[config.mk]
export PLATFORM = sky130hd
export DESIGN_NAME = cc_unit_flat
export DESIGN_NICKNAME = d
export VERILOG_FILES = /design/src/rtl/cc_unit_pkg.sv /design/src/rtl/cc_unit_if.sv /design/src/rtl/cc_unit_cond_eval.sv /design/src/rtl/cc_unit.sv /design/src/flat_wrapper.sv
export SDC_FILE = /design/constraint.sdc
export NUM_CORES = 1
export LEC_CHECK = 0
export ABC_AREA = 1
export BUFFER_PORTS_ARGS = -buffer_cell sky130_fd_sc_hd__buf_2
export CORE_MARGIN = 2
export CORE_UTILIZATION = 17
export DETAILED_ROUTE_END_ITERATION = 16
export PLACE_DENSITY = 0.83
export SYNTH_ARGS = -nofsm -noshare
export SYNTH_HDL_FRONTEND = slang
export SYNTH_SLANG_ARGS = --single-unit
[constraint.sdc]
create_clock -name clk -period 1.1 [get_ports clk]
set_input_delay 0.33 -clock clk [delete_from_list [all_inputs] [get_ports clk]]
set_output_delay 0.33 -clock clk [all_outputs]
set_load 0.03 [all_outputs]
[src/rtl/cc_unit_pkg.sv]
// Shared encodings and reset value for the Execute-stage condition-code unit.
// Constants only; no timing or flow-control behaviour of its own.
package cc_unit_pkg;

  typedef enum logic [3:0] {
    ALU_ADD = 4'd0,
    ALU_SUB = 4'd1,
    ALU_AND = 4'd2,
    ALU_XOR = 4'd3
  } alu_fun_e;

  typedef enum logic [3:0] {
    C_YES = 4'd0,
    C_LE  = 4'd1,
    C_L   = 4'd2,
    C_E   = 4'd3,
    C_NE  = 4'd4,
    C_GE  = 4'd5,
    C_G   = 4'd6
  } cond_e;

  typedef struct packed {
    logic zf;
    logic sf;
    logic of;
  } cc_t;

  localparam logic [2:0] CC_RESET_DEF = 3'b100;

endpackage

[src/rtl/cc_unit_if.sv]
// ALU-result / condition-code bundle between the Execute pipeline (master) and cc_unit (slave).
// Flags are registered (1 cycle); e_cnd is combinational; no backpressure, writes gated by set_cc.
interface cc_unit_if #(
  parameter int WIDTH = 64
);
  logic [WIDTH-1:0] alu_sum;
  logic [WIDTH-1:0] alu_carry;
  logic [3:0]       alu_fun;
  logic             set_cc;
  logic             m_exc;
  logic             w_exc;
  logic [3:0]       e_ifun;
  logic             zf;
  logic             sf;
  logic             of;
  logic             e_cnd;
  logic             cc_upd;

  modport master (
    output alu_sum, alu_carry, alu_fun, set_cc, m_exc, w_exc, e_ifun,
    input  zf, sf, of, e_cnd, cc_upd
  );

  modport slave (
    input  alu_sum, alu_carry, alu_fun, set_cc, m_exc, w_exc, e_ifun,
    output zf, sf, of, e_cnd, cc_upd
  );
endinterface

[src/rtl/cc_unit_cond_eval.sv]
// jXX/cmovXX condition decode from {zf,sf,of}; purely combinational, zero latency.
// No flow control; undefined condition codes evaluate false.
module cc_unit_cond_eval
  import cc_unit_pkg::*;
(
  input  cc_t        cc_i,
  input  logic [3:0] ifun_i,
  output logic       cnd_o
);

  logic lt;

  always_comb begin
    lt    = cc_i.sf ^ cc_i.of;
    cnd_o = 1'b0;
    case (ifun_i)
      C_YES:   cnd_o = 1'b1;
      C_LE:    cnd_o = lt | cc_i.zf;
      C_L:     cnd_o = lt;
      C_E:     cnd_o = cc_i.zf;
      C_NE:    cnd_o = ~cc_i.zf;
      C_GE:    cnd_o = ~lt;
      C_G:     cnd_o = ~lt & ~cc_i.zf;
      default: cnd_o = 1'b0;
    endcase
  end

endmodule

[src/rtl/cc_unit.sv]
// Y86-64 condition-code register: derives ZF/SF/OF from the ALU, flags visible 1 cycle later.
// No backpressure; stalls/bubbles arrive as set_cc=0, and M/W exceptions squash the write.
module cc_unit
  import cc_unit_pkg::*;
#(
  parameter int         WIDTH    = 64,
  parameter logic [2:0] CC_RESET = CC_RESET_DEF
) (
  input logic       clk,
  input logic       rst_n,
  cc_unit_if.slave  bus
);

  cc_t  cc_q, cc_d;
  cc_t  cc_new;
  logic upd_q;
  logic we;
  logic is_arith;
  logic unused_carry;

  // Only the top two carries matter: overflow is carry-in xor carry-out of the sign bit.
  assign unused_carry = ^bus.alu_carry[WIDTH-3:0];

  always_comb begin
    is_arith  = (bus.alu_fun == ALU_ADD) || (bus.alu_fun == ALU_SUB);
    cc_new.zf = (bus.alu_sum == '0);
    cc_new.sf = bus.alu_sum[WIDTH-1];
    cc_new.of = is_arith & (bus.alu_carry[WIDTH-1] ^ bus.alu_carry[WIDTH-2]);
    we        = bus.set_cc & ~bus.m_exc & ~bus.w_exc;
    cc_d      = we ? cc_new : cc_q;
  end

  always_ff @(posedge clk or negedge rst_n) begin
    if (!rst_n) begin
      cc_q  <= cc_t'(CC_RESET);
      upd_q <= 1'b0;
    end else begin
      cc_q  <= cc_d;
      upd_q <= we;
    end
  end

  assign bus.zf     = cc_q.zf;
  assign bus.sf     = cc_q.sf;
  assign bus.of     = cc_q.of;
  assign bus.cc_upd = upd_q;

  // Condition uses the committed flags only; the OPq in Execute is never forwarded.
  cc_unit_cond_eval u_cond_eval (
    .cc_i   (cc_q),
    .ifun_i (bus.e_ifun),
    .cnd_o  (bus.e_cnd)
  );

endmodule

[src/flat_wrapper.sv]
// flat-port wrapper written by rule: the top's interface ports become plain ports
module cc_unit_flat import cc_unit_pkg::*;
#(
  parameter int         WIDTH    = 64,
  parameter logic [2:0] CC_RESET = CC_RESET_DEF
)
  (clk, rst_n, bus_alu_sum, bus_alu_carry, bus_alu_fun, bus_set_cc, bus_m_exc, bus_w_exc, bus_e_ifun, bus_zf, bus_sf, bus_of, bus_e_cnd, bus_cc_upd);
  cc_unit_if #(.WIDTH(WIDTH)) bus_i ();
  input logic clk;
  input logic rst_n;
  input wire logic [$bits(bus_i.alu_sum)-1:0] bus_alu_sum;
  input wire logic [$bits(bus_i.alu_carry)-1:0] bus_alu_carry;
  input wire logic [$bits(bus_i.alu_fun)-1:0] bus_alu_fun;
  input wire logic [$bits(bus_i.set_cc)-1:0] bus_set_cc;
  input wire logic [$bits(bus_i.m_exc)-1:0] bus_m_exc;
  input wire logic [$bits(bus_i.w_exc)-1:0] bus_w_exc;
  input wire logic [$bits(bus_i.e_ifun)-1:0] bus_e_ifun;
  output wire logic [$bits(bus_i.zf)-1:0] bus_zf;
  output wire logic [$bits(bus_i.sf)-1:0] bus_sf;
  output wire logic [$bits(bus_i.of)-1:0] bus_of;
  output wire logic [$bits(bus_i.e_cnd)-1:0] bus_e_cnd;
  output wire logic [$bits(bus_i.cc_upd)-1:0] bus_cc_upd;
  assign bus_i.alu_sum = bus_alu_sum;
  assign bus_i.alu_carry = bus_alu_carry;
  assign bus_i.alu_fun = bus_alu_fun;
  assign bus_i.set_cc = bus_set_cc;
  assign bus_i.m_exc = bus_m_exc;
  assign bus_i.w_exc = bus_w_exc;
  assign bus_i.e_ifun = bus_e_ifun;
  assign bus_zf = bus_i.zf;
  assign bus_sf = bus_i.sf;
  assign bus_of = bus_i.of;
  assign bus_e_cnd = bus_i.e_cnd;
  assign bus_cc_upd = bus_i.cc_upd;
  cc_unit #(.WIDTH(WIDTH), .CC_RESET(CC_RESET)) u_core (.clk(clk), .rst_n(rst_n), .bus(bus_i));
endmodule
==> impl.org, run 1 <==
** Run status
- Run status :: complete, but fails checks
- Failing checks :: setup timing

** Die
- From left edge to right edge, the die measures 57.0 µm.
- Die Y :: 57.0 µm
- For this configuration, the core starts out at a cell density of 0.176.
- 146 I/O pins were placed.
- The region available for standard cell placement spans approximately 2700 µm².
- Die area :: 3240 µm²
- Cell Rows :: 19

** Pwr
- Total power for the finished layout comes to a little under 0.0007 W.
- In this run the static leakage power is around 0.60 nW.
- Worst vdd ir :: 0.000324 V
- For this design the ratio of total power to cell area is 638 nW/µm².

** Global routing
- For this run, the total global-route usage over all layers was measured as 0.131.
- Global-route wire length before repair :: 3230 µm
- The via count of the first global-routing pass was 816.
- Aggregate global routing overflow :: 0
- The initial antenna violation count was 1.
- Entering global routing, the biggest net connects 6 pins.

** Worst setup path
- By startpoint and endpoint, the worst setup path is classified as register to output port.
- STA classifies the critical path endpoint as an output port.
- Endpoint arrival time on the critical path :: around 1.3 ns
- At the worst endpoint, the required time is slightly below 0.8 ns.
- The worst setup path is launched from a register.
- In this run the worst path has a maximum fanout of 4.

** Route
- Post-detailed-routing wire length :: 2150 µm
- In the routed layout, each cell is associated on average with a via count of ~4.
- Vias :: 891
- In the final routed layout, each cell accounts on average for 9.79 µm.
- TritonRoute pass-1 iters :: 2
- DRC violation total after the first TritonRoute iteration :: 17
- After detailed routing, the number of remaining DRC violations is 0.
- Number of antenna-violating nets in the routed design :: 0

** Cells and area
- Of the cells placed in the final design, the portion with a size suffix greater than 1 is 0.550.
- The area growth from synthesis to layout is 123%.
- Non-filler instance count after layout :: 220
- The repair_antennas step left the layout with diodes totalling 0.
- Combined flip-flop and latch cell area :: 104 µm²
- Area of the multi-input gates :: 372 µm²
- Net count reported at finish :: around 330
- Final std cell area, no fill :: ~1100 µm²
- Number of fill cells in the layout :: 295

** Logic synthesis
- Number of distinct standard cells referenced by the synthesized netlist :: 14
- Synth async-reset ratio :: 1.00
- Number of synthesis warnings :: 0
- Counting every net in the synthesized netlist gives 237.
- Most frequent cell after synthesis :: nor2_1
- Average size of a mapped cell :: 4.97 µm²
- Synthesized instance count :: between 90 and 100
- nor2_1 takes more of the synthesized area than any other cell.
- Counting flops and latches in the post-synthesis netlist gives 4.
- Summing every instance area after synthesis gives 477 µm².
- Sequential cell area fraction in the yosys report :: 0.213
- Most used flip-flop cell after synthesis :: dfrtp_1
- Share of the synthesized area in the top cell type :: 0.339
- Leading post-synthesis cells by cell area :: nor2_1 (34%), nand2_1 (24%), dfrtp_1 (16%)
- Counting flops with a built-in enable in the synthesized netlist gives 0.
- Most instantiated cells after synthesis :: nor2_1 (43), nand2_1 (30), inv_1 (4)

** Placed design
- Placed wire-length estimate after detailed placement :: between 1500 and 2000 µm
- At the end of routability-driven placement, the weighted congestion stood at between 0.7 and 0.8.
- Count of port buffers added during placement :: 82
- Placed Instance Area :: between 900 and 1000 µm²
- Number of placed instances with taps included :: 213

** Clocking
- CTS buffer count :: 3
- TritonCTS built the clock tree.
- Level count of the clock H-tree :: 1
- Clock tree sinks :: 4
- Max Root-Sink Buffers :: 2
- The root buffer cell chosen for the clock tree is clkbuf_4.
- After clock tree synthesis, the clock-pin slew on the worst setup and hold paths is ~0.04 ns.
- The clock reaches the later pin of the worst-skew pair after 0.24 ns.

** Timing
- For the pin with the worst max-slew slack, the measured transition is 0.321 ns.
- After layout, the minimum clock period comes to roughly 1.7 ns.
- Setup violations remaining at the end of the flow were counted as 4.
- Number of pins with negative max-slew slack in the final report :: 0
- Static timing analysis puts the maximum clock frequency at approximately 600 MHz.
- Hold Vio Cnt, Final :: 0
- Final worst slack :: -0.570 ns
- Between clock sinks in the finished design, the worst skew comes to 0 ns.
- Setup repair after global routing could not meet its margin everywhere.
- Measured against its own limit, the worst slew margin works out to 0.784.
- Of the available clock period, the critical path in the final layout requires 1.52.

** Worst hold path
- Hold Crit Class :: input port to register

** Flow run
- Max-cap violations in this run came to 0.
what timing repair did:
| item | 4_1_cts | 5_1_grt |
|---|---|---|
| pin swaps | 1 | 1 |
| setup endpoints to repair | 5 | 5 |
| hold endpoints to repair | 3 | 0 |
| gates resized for setup | 13 | 5 |
| setup buffers | 0 | 3 |
| hold buffers | 1 | 0 |
layer usage:
metal	global-route usage	share of wire	routed length (µm)
met1	0.147	0.40	861
met2	0.243	0.44	952
met3	0.0249	0.15	331
met4	0.0498	0.0037	8
met5	0	0	0
report_power, final:
group          internal (W)  leakage (nW)  total (W)  switching [W]
Sequential         0.000159        0.0472   0.000167     0.00000749
Clock              0.000136        0.0150   0.000198      0.0000614
Combinational      0.000177         0.541   0.000315       0.000137
sequential cells by signal, summed over array words and instances (netlist names):
name,cells
u_core.bus.sf,1
u_core.bus.of,1
u_core.bus.zf,1
u_core.bus.cc_upd,1
cell usage in the layout (no fill, tap or decap):
master         count
a21oi_1            1
buf_2             77
buf_4              4
buf_6              7
clkbuf_1           1
clkbuf_4           3
dfrtp_1            1
dfrtp_2            2
dfstp_2            1
dlygate4sd3_1      1
inv_1              3
inv_2              2
nand2_1           29
nand2_2            2
nand3_1            3
nor2_1            40
nor2_2             5
nor2_4             1
nor3_1             2
o21ai_0            1
o21ai_1            1
xor2_1             2
worst paths after layout:
check                                 from                end  slack [ns]  cells after the start
setup / recovery             u_core.bus.zf          bus_e_cnd       -0.57                      8
hold / removal             bus_alu_sum[63]      u_core.bus.sf        0.31                      3
setup reg to reg             u_core.bus.zf      u_core.bus.zf        0.18                      4
hold reg to reg              u_core.bus.sf      u_core.bus.sf        0.60                      3
max in group asynchronous            rst_n      u_core.bus.zf        0.45                      2
min in group asynchronous            rst_n  u_core.bus.cc_upd        0.44                      2
logic make-up after synthesis:
kind of cell,after synthesis,synth area share
AND/OR/NAND/NOR,82,0.680
buffers and inverters,5,0.0394
flip-flops,4,0.213
AO/OA/AOI/OAI,3,0.0315
XOR/XNOR,2,0.0368
area by class of cell:
| class | count | share of cell area |
|---|---|---|
| Tap cell | 31 | 0.0365 |
| Clock buffer | 4 | 0.0247 |
| Sequential cell | 4 | 0.0976 |
| Inverter | 5 | 0.0176 |
| Multi-Input combinational cell | 87 | 0.349 |
| Timing Repair Buffer | 89 | 0.474 |
stage by stage:
step                       util  setup TNS, ns  hold WS [ns]  setup slack (ns)
after floorplan               -         -0.330        0.0344            -0.330
after global placement    0.356         -0.400         0.134            -0.339
after detailed placement  0.356         -0.442         0.139            -0.386
after CTS                 0.384          -1.07         0.300            -0.578
after global routing      0.392          -1.21         0.319            -0.632
final                     0.392          -1.07         0.308            -0.570
worst max-delay path: stages (launching register included):
cell     delay (ns)
dfstp_2        0.56
inv_2          0.05
nor2_2         0.10
nor2_2         0.05
nand2_1        0.06
nand2_1        0.06
nand2_2        0.07
nor2_4         0.03
buf_6          0.14
(Power assumes the default switching activity.)
==> run 2: changes to the inputs <==
- REMOVE_ABC_BUFFERS: default -> 1
==> run 2 against run 1 <==
Against the previous run:
- the run still ends with setup timing left
- sequential power hardly changed
- setup slack better by 0.033 ns
- highest routed layer unchanged
- core utilization shrank 1.5 points
- via count is 1.3% lower
==> impl.org, run 2 (same netlist as run 1, synthesis figures left out) <==
** Timing
- Setup repair after global routing could not meet its margin everywhere.
- Setup violations remaining at the end of the flow were counted as 4.
- Maximum clock frequency :: just over 600 MHz
- Once routing completed, OpenROAD measured the worst setup slack at -0.537 ns.
- Headroom to the max-slew limit :: 0.884
- Hold Vio Cnt, Final :: 0
- The max-slew violation count came to 0.
- Actual slew at the worst max-slew pin :: 0.174 ns
- On the final layout, the worst clock skew is 0 ns.
- Fin crit share :: 1.49
- The routed design could run at a clock period as short as around 1.6 ns.

** Route
- The first routing iteration left 21 violations.
- Number of antenna-violating nets in the routed design :: 0
- DRC violations left :: 0
- TritonRoute pass-1 iters :: 4
- Wires add up to 1850 µm.
- Average wire per cell in the routed design :: 8.50 µm
- The routed layout has 879 vias.
- Detail-routed via count per cell :: 4.03

** Worst setup path
- The most numerous cell type found on the critical path is nand2_1.
- Cell with the biggest individual delay on the critical path :: dfstp_2
- Kind of start point of the critical path :: register
- Largest stage delay on the critical path :: 0.55 ns
- Data required time of the critical path :: 0.77 ns
- Endpoint arrival time on the critical path :: between 1 and 1.5 ns
- The critical path goes through inv_2, nor2_2, nor2_1, nand2_1, nand2_1, nand2_1, nor2_1, buf_4.
- Type of the setup path with the least slack :: register to output port
- Along the worst path, the maximum fanout reaches 4.
- Broken down by cell family, the worst path's largest delay share belongs to flip-flops.
- The worst setup path is captured at an output port.
- Worst path bufs/invs :: 2

** Die
- X dimension of the die :: 57.0 µm
- 146 I/O pins were placed.
- Die area :: ~3200 µm²
- Starting utilization of the core area :: 0.176
- The floorplan has 19 rows.
- The die is about 57 µm tall.
- Placeable Area :: 2710 µm²

** Clocking
- Clock tree from TritonCTS :: built
- In this run the deepest clock path goes through 2 buffers.
- CTS Root Buffer Type :: clkbuf_4
- After clock tree synthesis, the clock-pin slew on the worst setup and hold paths is 0.04 ns.
- Clock latency on the worst-skew pair :: 0.24 ns
- Clock tree sinks :: 4
- Level count of the clock H-tree :: 1
- CTS buffer count :: 3

** Pwr
- Internal :: between 0.0004 and 0.0005 W
- The share of total power dissipated in sequential elements is 0.244.
- Dividing total power by cell area gives a power density of roughly 660 nW/µm².
- The worst-case IR drop observed on VDD is between 0.0003 and 0.0004 V.
- The share of total power dissipated in the clock network is 0.302.
- Combinational group share of total power :: 0.454
- For this design the static power due to leakage is 0.591 nW.
- Switching Power :: 0.000201 W
- Sw Ratio :: 0.299

** Worst hold path
- Hold Crit Class :: input port to register

** Cells and area
- Net count reported at finish :: 329
- Compared with the post-synthesis result, the final layout area differs by 115%.
- After routing the design area is 1020 µm².
- Leading cell type in the layout, fill and taps excluded :: buf_2
- Non-filler instance count after layout :: between 200 and 250
- Antenna Diode Count :: 0
- Leaving out fill and tap cells, the most frequent cells in the layout are buf_2 (78), nor2_1 (42), nand2_1 (30), buf_6 (5), nor2_2 (4).
- In the final layout, the share of cells above drive strength 1 is 0.519.

** Global routing
- The first global-routing pass estimated 2760 µm of wire.
- Number of global-route vias before repair :: roughly 760
- Met3 capacity usage during global routing :: 0.0204
- Antenna violations before repair :: 0
- Global-route layer with the greatest usage :: met2
- For met1 alone, demand over resource in global routing was 0.128.
- Fraction of met2 tracks used by global routing :: 0.197
- Total track usage :: 0.113
- Entering global routing, the biggest net connects 6 pins.
- Aggregate global routing overflow :: 0

** Placed design
- At the end of routability-driven placement, the weighted congestion stood at 0.709.
- The wire-length estimate of the detail-placed layout is 1680 µm.
- Number of placed instances with taps included :: between 200 and 250
- Once placement finished, the instance area stood at 948 µm².
- Count of port buffers added during placement :: between 80 and 90

** Flow run
- Max-cap violations in this run came to 0.

** Run status
- The flow ran to the end, but the final reports show violations.
- The final reports fail on setup timing.
[run 2: changes by cell type in the layout (fill, tap and decap cells not counted), sizes merged]
cell / before / now
buf: 88 / 86
[run 2: per-stage QoR]
step	util	hold WS (ns)	total power, W	TNS [ns]	setup WS (ns)
3_3_place_gp	0.350	0.134	0.000434	-0.311	-0.287
6_report	0.378	0.312	0.000672	-1.08	-0.537
5_1_grt	0.378	0.311	0.000731	-1.35	-0.667
4_1_cts	0.374	0.307	0.000678	-1.01	-0.544
2_1_floorplan	-	0.0344	0.000265	-0.558	-0.558
3_5_place_dp	0.350	0.139	0.000438	-0.337	-0.303
[run 2: final timing paths]
path / start / depth (start not counted) / end / slack [ns]
max reg2reg: u_core.bus.sf / 4 / u_core.bus.sf / 0.27
min: bus_alu_sum[63] / 3 / u_core.bus.sf / 0.31
min reg2reg: u_core.bus.zf / 3 / u_core.bus.zf / 0.61
min in group asynchronous: rst_n / 2 / u_core.bus.of / 0.43
max: u_core.bus.zf / 8 / bus_e_cnd / -0.54
max in group asynchronous: rst_n / 2 / u_core.bus.zf / 0.46
[run 2: power groups by stage]
stage | logic (W) | clock network [W] | registers, W
after floorplan | 0.0000792 | 0 | 0.000186
after global placement | 0.000270 | 0 | 0.000164
after detailed placement | 0.000273 | 0 | 0.000165
after CTS | 0.000298 | 0.000215 | 0.000165
after global routing | 0.000339 | 0.000226 | 0.000166
final | 0.000305 | 0.000203 | 0.000164
[run 2: area by class of cell]
class / instances / area (µm²)
well taps: 31 / 38.8
repair buffers: 87 / 479
fillers: 309 / 1690
flip-flops and latches: 4 / 101
clock buffers: 4 / 26.3
multi-input cells: 87 / 359
inverters: 5 / 18.8
[run 2: timing repair]
| action | 4_1_cts | 5_1_grt |
|---|---|---|
| pin swaps | 0 | 4 |
| setup endpoints to repair | 5 | 5 |
| endpoints found under the hold margin | 3 | 0 |
| hold buffers | 1 | 0 |
| resized for setup | 9 | 2 |
| setup buffers | 1 | 1 |
[run 2: worst register-to-register path, delay by kind of cell (launching register included)]
kind	cells	cell delay, ns
flip-flops	1	0.38
buffers and inverters	2	0.25
AND/OR/NAND/NOR	2	0.09
[run 2: routing by layer]
metal / share of wire / vias up
met5: 0 / -
li1: - / 472
met4: 0.020 / 0
met1: 0.41 / 327
met2: 0.41 / 76
met3: 0.16 / 4
